===== src/rtl/xif_aes_offload_issuer_pkg.sv =====
// Shared types for the XIF AES32 offload issuer: scoreboard entry and issue FSM states.
package xif_aes_offload_issuer_pkg;

  typedef struct packed {
    logic       valid;
    logic       kill;
    logic [4:0] rd;
  } xif_sb_entry_t;

  typedef enum logic [1:0] {
    IDLE   = 2'd0,
    ISSUE  = 2'd1,
    COMMIT = 2'd2
  } issuer_state_e;

endpackage


===== src/rtl/xif_id_scoreboard.sv =====
// ID-indexed table of committed-but-unretired XIF instructions with an occupancy count.
module xif_id_scoreboard
  import xif_aes_offload_issuer_pkg::*;
#(
  parameter int ID_W = 4
) (
  input  logic            clk_i,
  input  logic            rst_i,
  input  logic            alloc_i,
  input  logic [ID_W-1:0] alloc_id_i,
  input  logic [4:0]      alloc_rd_i,
  input  logic            alloc_kill_i,
  input  logic            free_a_i,
  input  logic [ID_W-1:0] free_a_id_i,
  input  logic            free_b_i,
  input  logic [ID_W-1:0] free_b_id_i,
  input  logic [ID_W-1:0] look_a_id_i,
  output logic            look_a_valid_o,
  input  logic [ID_W-1:0] look_b_id_i,
  output logic            look_b_valid_o,
  output logic            look_b_kill_o,
  output logic [ID_W:0]   count_o
);

  localparam int NUM_IDS = 2 ** ID_W;
  localparam int CW      = ID_W + 1;

  xif_sb_entry_t   ent_q [NUM_IDS];
  logic [ID_W:0]   count_q;

  // Frees are only requested for valid entries, so the count tracks the valid bits exactly.
  always_ff @(posedge clk_i) begin
    if (rst_i) begin
      for (int i = 0; i < NUM_IDS; i++) ent_q[i] <= '0;
      count_q <= '0;
    end else begin
      for (int i = 0; i < NUM_IDS; i++) begin
        if (alloc_i && alloc_id_i == ID_W'(i))
          ent_q[i] <= '{valid: 1'b1, kill: alloc_kill_i, rd: alloc_rd_i};
        else if ((free_a_i && free_a_id_i == ID_W'(i)) ||
                 (free_b_i && free_b_id_i == ID_W'(i)))
          ent_q[i].valid <= 1'b0;
      end
      count_q <= count_q + CW'(alloc_i) - CW'(free_a_i) - CW'(free_b_i);
    end
  end

  assign look_a_valid_o = ent_q[look_a_id_i].valid;
  assign look_b_valid_o = ent_q[look_b_id_i].valid;
  assign look_b_kill_o  = ent_q[look_b_id_i].kill;
  assign count_o        = count_q;

endmodule


===== src/rtl/xif_aes_offload_issuer.sv =====
// Core-side XIF initiator for AES32 offload: issue, commit, result scoreboarding and writeback.
module xif_aes_offload_issuer
  import xif_aes_offload_issuer_pkg::*;
#(
  parameter int X_ID_WIDTH      = 4,
  parameter int X_RFR_WIDTH     = 32,
  parameter int MAX_OUTSTANDING = 4
) (
  input  logic                   clk_i,
  input  logic                   rst_i,
  input  logic                   req_valid_i,
  output logic                   req_ready_o,
  input  logic [31:0]            req_instr_i,
  input  logic [X_RFR_WIDTH-1:0] req_rs1_i,
  input  logic [X_RFR_WIDTH-1:0] req_rs2_i,
  input  logic                   req_kill_i,
  output logic                   issue_valid_o,
  input  logic                   issue_ready_i,
  output logic [31:0]            issue_instr_o,
  output logic [X_RFR_WIDTH-1:0] issue_rs0_o,
  output logic [X_RFR_WIDTH-1:0] issue_rs1_o,
  output logic [1:0]             issue_rs_valid_o,
  output logic [X_ID_WIDTH-1:0]  issue_id_o,
  input  logic                   issue_accept_i,
  output logic                   commit_valid_o,
  output logic [X_ID_WIDTH-1:0]  commit_id_o,
  output logic                   commit_kill_o,
  input  logic                   result_valid_i,
  output logic                   result_ready_o,
  input  logic [X_ID_WIDTH-1:0]  result_id_i,
  input  logic [4:0]             result_rd_i,
  input  logic [X_RFR_WIDTH-1:0] result_data_i,
  input  logic                   result_we_i,
  output logic                   wb_valid_o,
  input  logic                   wb_ready_i,
  output logic [4:0]             wb_rd_o,
  output logic [X_RFR_WIDTH-1:0] wb_data_o,
  output logic                   reject_o,
  output logic                   err_o
);

  localparam int CW = X_ID_WIDTH + 1;

  issuer_state_e          state_q, state_d;
  logic [X_ID_WIDTH-1:0]  id_q;
  logic [31:0]            instr_q;
  logic [X_RFR_WIDTH-1:0] rs1_q, rs2_q;
  logic                   kill_q;

  logic                   alloc, kill_free, res_hs, res_hit, res_free;
  logic                   next_busy, look_kill, look_valid;
  logic [X_ID_WIDTH:0]    sb_count;

  // Request is captured on entry to ISSUE so the XIF payload stays stable until handshake.
  always_ff @(posedge clk_i) begin
    if (rst_i) begin
      state_q <= IDLE;
      id_q    <= '0;
      instr_q <= '0;
      rs1_q   <= '0;
      rs2_q   <= '0;
      kill_q  <= 1'b0;
    end else begin
      state_q <= state_d;
      if (state_q == IDLE && state_d == ISSUE) begin
        instr_q <= req_instr_i;
        rs1_q   <= req_rs1_i;
        rs2_q   <= req_rs2_i;
        kill_q  <= req_kill_i;
      end
      if (state_q == COMMIT) id_q <= id_q + 1'b1;
    end
  end

  always_comb begin
    state_d     = state_q;
    req_ready_o = 1'b0;
    reject_o    = 1'b0;
    alloc       = 1'b0;
    case (state_q)
      IDLE: begin
        if (req_valid_i && sb_count < CW'(MAX_OUTSTANDING) && !next_busy)
          state_d = ISSUE;
      end
      ISSUE: begin
        if (issue_ready_i) begin
          req_ready_o = 1'b1;
          if (issue_accept_i) begin
            alloc   = 1'b1;
            state_d = COMMIT;
          end else begin
            reject_o = 1'b1;
            state_d  = IDLE;
          end
        end
      end
      COMMIT:  state_d = IDLE;
      default: state_d = IDLE;
    endcase
  end

  assign issue_valid_o    = (state_q == ISSUE);
  assign issue_instr_o    = instr_q;
  assign issue_rs0_o      = rs1_q;
  assign issue_rs1_o      = rs2_q;
  assign issue_rs_valid_o = issue_valid_o ? 2'b11 : 2'b00;
  assign issue_id_o       = id_q;
  assign commit_valid_o   = (state_q == COMMIT);
  assign commit_id_o      = id_q;
  assign commit_kill_o    = kill_q;

  // A killed instruction never produces a result, so its slot is released at commit.
  assign kill_free      = commit_valid_o && kill_q;
  assign result_ready_o = !wb_valid_o || wb_ready_i;
  assign res_hs         = result_valid_i && result_ready_o;
  assign res_hit        = look_valid && !look_kill;
  assign res_free       = res_hs && res_hit;

  xif_id_scoreboard #(.ID_W(X_ID_WIDTH)) u_sb (
    .clk_i          (clk_i),
    .rst_i          (rst_i),
    .alloc_i        (alloc),
    .alloc_id_i     (id_q),
    .alloc_rd_i     (instr_q[11:7]),
    .alloc_kill_i   (kill_q),
    .free_a_i       (kill_free),
    .free_a_id_i    (id_q),
    .free_b_i       (res_free),
    .free_b_id_i    (result_id_i),
    .look_a_id_i    (id_q),
    .look_a_valid_o (next_busy),
    .look_b_id_i    (result_id_i),
    .look_b_valid_o (look_valid),
    .look_b_kill_o  (look_kill),
    .count_o        (sb_count)
  );

  always_ff @(posedge clk_i) begin
    if (rst_i) begin
      wb_valid_o <= 1'b0;
      wb_rd_o    <= '0;
      wb_data_o  <= '0;
      err_o      <= 1'b0;
    end else begin
      if (res_free && result_we_i) begin
        wb_valid_o <= 1'b1;
        wb_rd_o    <= result_rd_i;
        wb_data_o  <= result_data_i;
      end else if (wb_ready_i) begin
        wb_valid_o <= 1'b0;
      end
      if (res_hs && !res_hit) err_o <= 1'b1;
    end
  end

endmodule

===== config.mk =====
export PLATFORM = sky130hd
export DESIGN_NAME = xif_aes_offload_issuer
export DESIGN_NICKNAME = d
export VERILOG_FILES = /design/src/rtl/xif_aes_offload_issuer_pkg.sv /design/src/rtl/xif_id_scoreboard.sv /design/src/rtl/xif_aes_offload_issuer.sv
export SDC_FILE = /design/constraint.sdc
export NUM_CORES = 1
export LEC_CHECK = 0
export CAP_MARGIN = 20
export CORE_UTILIZATION = 30
export CTS_CLUSTER_SIZE = 25
export DETAILED_ROUTE_END_ITERATION = 16
export HOLD_SLACK_MARGIN = 0.06
export SLEW_MARGIN = 20
export SYNTH_ARGS = -nofsm -noshare
export SYNTH_HDL_FRONTEND = slang
export SYNTH_SLANG_ARGS = --single-unit

===== constraint.sdc =====
create_clock -name clk_i -period 8.35 [get_ports clk_i]
set_clock_uncertainty 0.2 [all_clocks]
set_input_delay 0.835 -clock clk_i [delete_from_list [all_inputs] [get_ports clk_i]]
set_output_delay 0.835 -clock clk_i [all_outputs]
set_load 0.02 [all_outputs]

==> results by group <==
Clock network
  – CTS clock-pin slew for the worst setup and hold paths: 0.07 ns
  – Clk buf depth: 2
  – CTS Hold Buffers Added: 0
  – CTS tree: yes
  – Root Buffer: clkbuf_16
  – Worst-Skew Late Latency: 0.44 ns
  – H-tree levels: 4
  – Post-CTS setup buffers: 0
  – CTS resizes: 0
  – Cts bufs inserted: 17
  – Clock sinks: 183

Critical path
  – Startpoint Class: input port
  – Worst-path maximum fanout: 15
  – Crit path kind: in2reg
  – Critical path arrival: 4.50 ns
  – R2r endpoint: u_sb.count_o[3]
  – Reg2reg start: u_sb.ent_q[7][6]
  – Crit path to: u_sb.count_o[3]
  – Reg2reg setup slack: 4.85 ns
  – Crit path launch: result_id_i[3]
  – Crit. End Element: flip-flop
  – Register-to-Register Path Depth: 12
  – Req. time, crit path: 8.44 ns

Floorplanning
  – Num rows: 58
  – Die width: 163 um
  – Die Ht: 163 um
  – Core area: 25300 um2
  – Die ar.: 26700 um2
  – Initial Util: 30.8%
  – Ports: 297

Timing
  – Endpoints failing hold: 0
  – Final min period: 4.41 ns
  – Final Slew Violations: 0
  – Period utilization: 52.8%
  – Hold Slack: 0.255 ns
  – Tightest Pin Transition: 0.968 ns
  – Post-route setup TNS: 0 ns
  – F_max: 227 MHz
  – Unrepaired setup endpoints after global routing: no
  – Max-slew headroom: 35.4%
  – # setup viols final: 0

Yosys
  – Synth unique cells: 45
  – Count leader, synth: nand2_1
  – Seq/Total Area, Yosys: 51.1%
  – Number of synthesized flops with an enable pin: 32
  – Synth cell count leaders: nand2_1 (216), dfxtp_1 (151), a21oi_1 (119), nand2b_1 (81), nor2_1 (38)
  – Synth area leaders: dfxtp_1 (39%), edfxtp_1 (12%), nand2_1 (10%)
  – Post-Syn Area: 7800 um2
  – Syn. warnings: 0
  – Post-synth top area cell: dfxtp_1
  – Share of the synthesized area in the top cell type: 38.7%
  – #FFs+latches synth: 183
  – Syn_nets: 1016
  – Cells after Synth: 858
  – Synth Flop Type: dfxtp_1
  – Fraction of registers with async set/reset: 0%
  – Syn Area/Cell: 9.09 um2

Power
  – Clock network power share: 34.1%
  – Net Switching: 0.735 mW
  – Logic pwr share: 23.5%
  – Leakage: 4.07 nW
  – Sequential power share: 42.4%
  – Worst vdd ir: 146 uV
  – Total power: 2.40 mW
  – Internal power: 1.66 mW
  – Power Density: 208 nW/um2
  – Switching Fraction: 30.7%

Place
  – Placed cell count: 1425
  – Port bufs: 296
  – Dpl hpwl: 16.5 mm
  – Gpl congestion: 0.867

Worst hold path
  – Hold Crit Class: reg2reg

Drt
  – Detail Route Antenna Nets: 0
  – Drt wl/cell: 16.2 um
  – Via-to-Cell Ratio: 4.65
  – WL final: 23.6 mm
  – Pre-Repair DR Iteration Count: 5
  – Vias: 6768
  – Initial detailed-routing violation count: 550
  – Drt drc: 0

GRT
  – Antenna violations before repair: 0
  – Vias in the first global route: 6436
  – GR Util All Layers: 17.4%
  – Remaining global-route overflow: 0
  – First-pass GRT wire length: 35.9 mm
  – Largest net degree at the start of global routing: 119

Cells and area
  – Register area: 3980 um2
  – Fillers: 2433
  – Multi-input gate area: 3440 um2
  – Diodes inserted: 0
  – Final core area utilization: 45.5%
  – Fin nets: 1273
  – Layout cell share with drive strength beyond 1: 5.06%
  – Layout area overhead: 47.6%
  – Cell Count, Final, Fillers Out: 1457

Job
  – # Max-Cap Violations: 0

Outcome
  – Status: completed
[worst min path at each step]
| stage | startpoint | endpoint | slack, ns | cells past startpoint |
|---|---|---|---|---|
| 3_3_place_gp | issue_rs0_o[10] | issue_rs0_o[10] | 0.24 | 2 |
| 4_1_cts | issue_rs1_o[29] | issue_rs1_o[29] | 0.26 | 2 |
| 5_1_grt | issue_rs1_o[7] | issue_rs1_o[7] | 0.27 | 2 |
| 6_report | issue_rs1_o[25] | issue_rs1_o[25] | 0.25 | 2 |
| 3_5_place_dp | issue_rs1_o[29] | issue_rs1_o[29] | 0.25 | 2 |
| 2_1_floorplan | issue_instr_o[26] | issue_instr_o[26] | 0.33 | 2 |
[state kept, by name, indices dropped and copies added, names as in the netlist, named ones only]
name,count
issue_rs0_o,32
wb_data_o,32
commit_id_o,4
u_sb.ent_q,32
commit_kill_o,1
issue_instr_o,32
wb_rd_o,5
wb_valid_o,1
state_q,2
issue_rs1_o,32
err_o,1
u_sb.count_o,5
[cells by family (layout without fill, tap and decap cells)]
logic type,count (synthesis),count (layout),share of synthesized area [%]
compound gates,161,161,11.9
fa+ha+maj,12,12,2.12
flops,183,183,51.1
buf+inv,79,348,5.02
xor+xnor,5,5,0.561
simple gates,372,372,21.9
mux,46,46,7.49
[area by class of cell]
| class | count | area share (%) |
|---|---|---|
| flip-flops and latches | 183 | 34.6 |
| clock buffers | 19 | 4.03 |
| clock inverters | 12 | 1.12 |
| multi-input cells | 596 | 29.9 |
| repair buffers | 303 | 26.4 |
| inverters | 14 | 0.456 |
| well taps | 330 | 3.58 |
[cells in the final DEF, fill, tap and decap left out, drive strengths merged, types with 8 or more instances in the layout]
cell type / count
clkdlybuf4s50: 295
nand2: 216
dfxtp: 151
a21oi: 119
nand2b: 81
nor2: 39
mux2i: 37
edfxtp: 32
inv: 20
clkbuf: 19
nor2b: 10
ha: 10
o21bai: 9
mux4: 9
a211o: 8
buf: 8
[power groups by stage]
stage	clock network [mW]	registers (mW)	logic (mW)
after floorplan	0	1.11	0.237
after global placement	0	1.04	0.566
after detailed placement	0	1.04	0.571
after CTS	0.843	1.02	0.573
after global routing	0.876	1.03	0.615
final	0.817	1.02	0.563
[metal layers]
layer  vias to the layer above  part of all wire (%)  GRT usage (%)
met5                         -                     0              0
met4                         0                   1.0           4.63
met3                        10                   9.5           5.97
met2                       284                    46           27.8
met1                      3117                    43           22.2
li1                       3357                     -              -
[worst max-delay path: stages]
cell and delay (ns):
clkdlybuf4s50_1 0.85, mux4_2 0.31, nor2_1 0.05, o31ai_1 0.70, a21oi_1 0.21, fa_1 0.45, ha_1 0.27, inv_1 0.06
ha_1 0.16, inv_1 0.05, fa_1 0.37, xor2_1 0.14, nor2_1 0.05
[stage by stage]
| stage | area [um2] | setup slack, ns |
|---|---|---|
| after floorplan | 7800 | 4.63 |
| after global placement | 10900 | 3.54 |
| after detailed placement | 10900 | 3.52 |
| after CTS | 11500 | 3.98 |
| after global routing | 11500 | 3.68 |
| final | 11500 | 3.94 |
No activity file was read; power rests on OpenSTA's default activity.
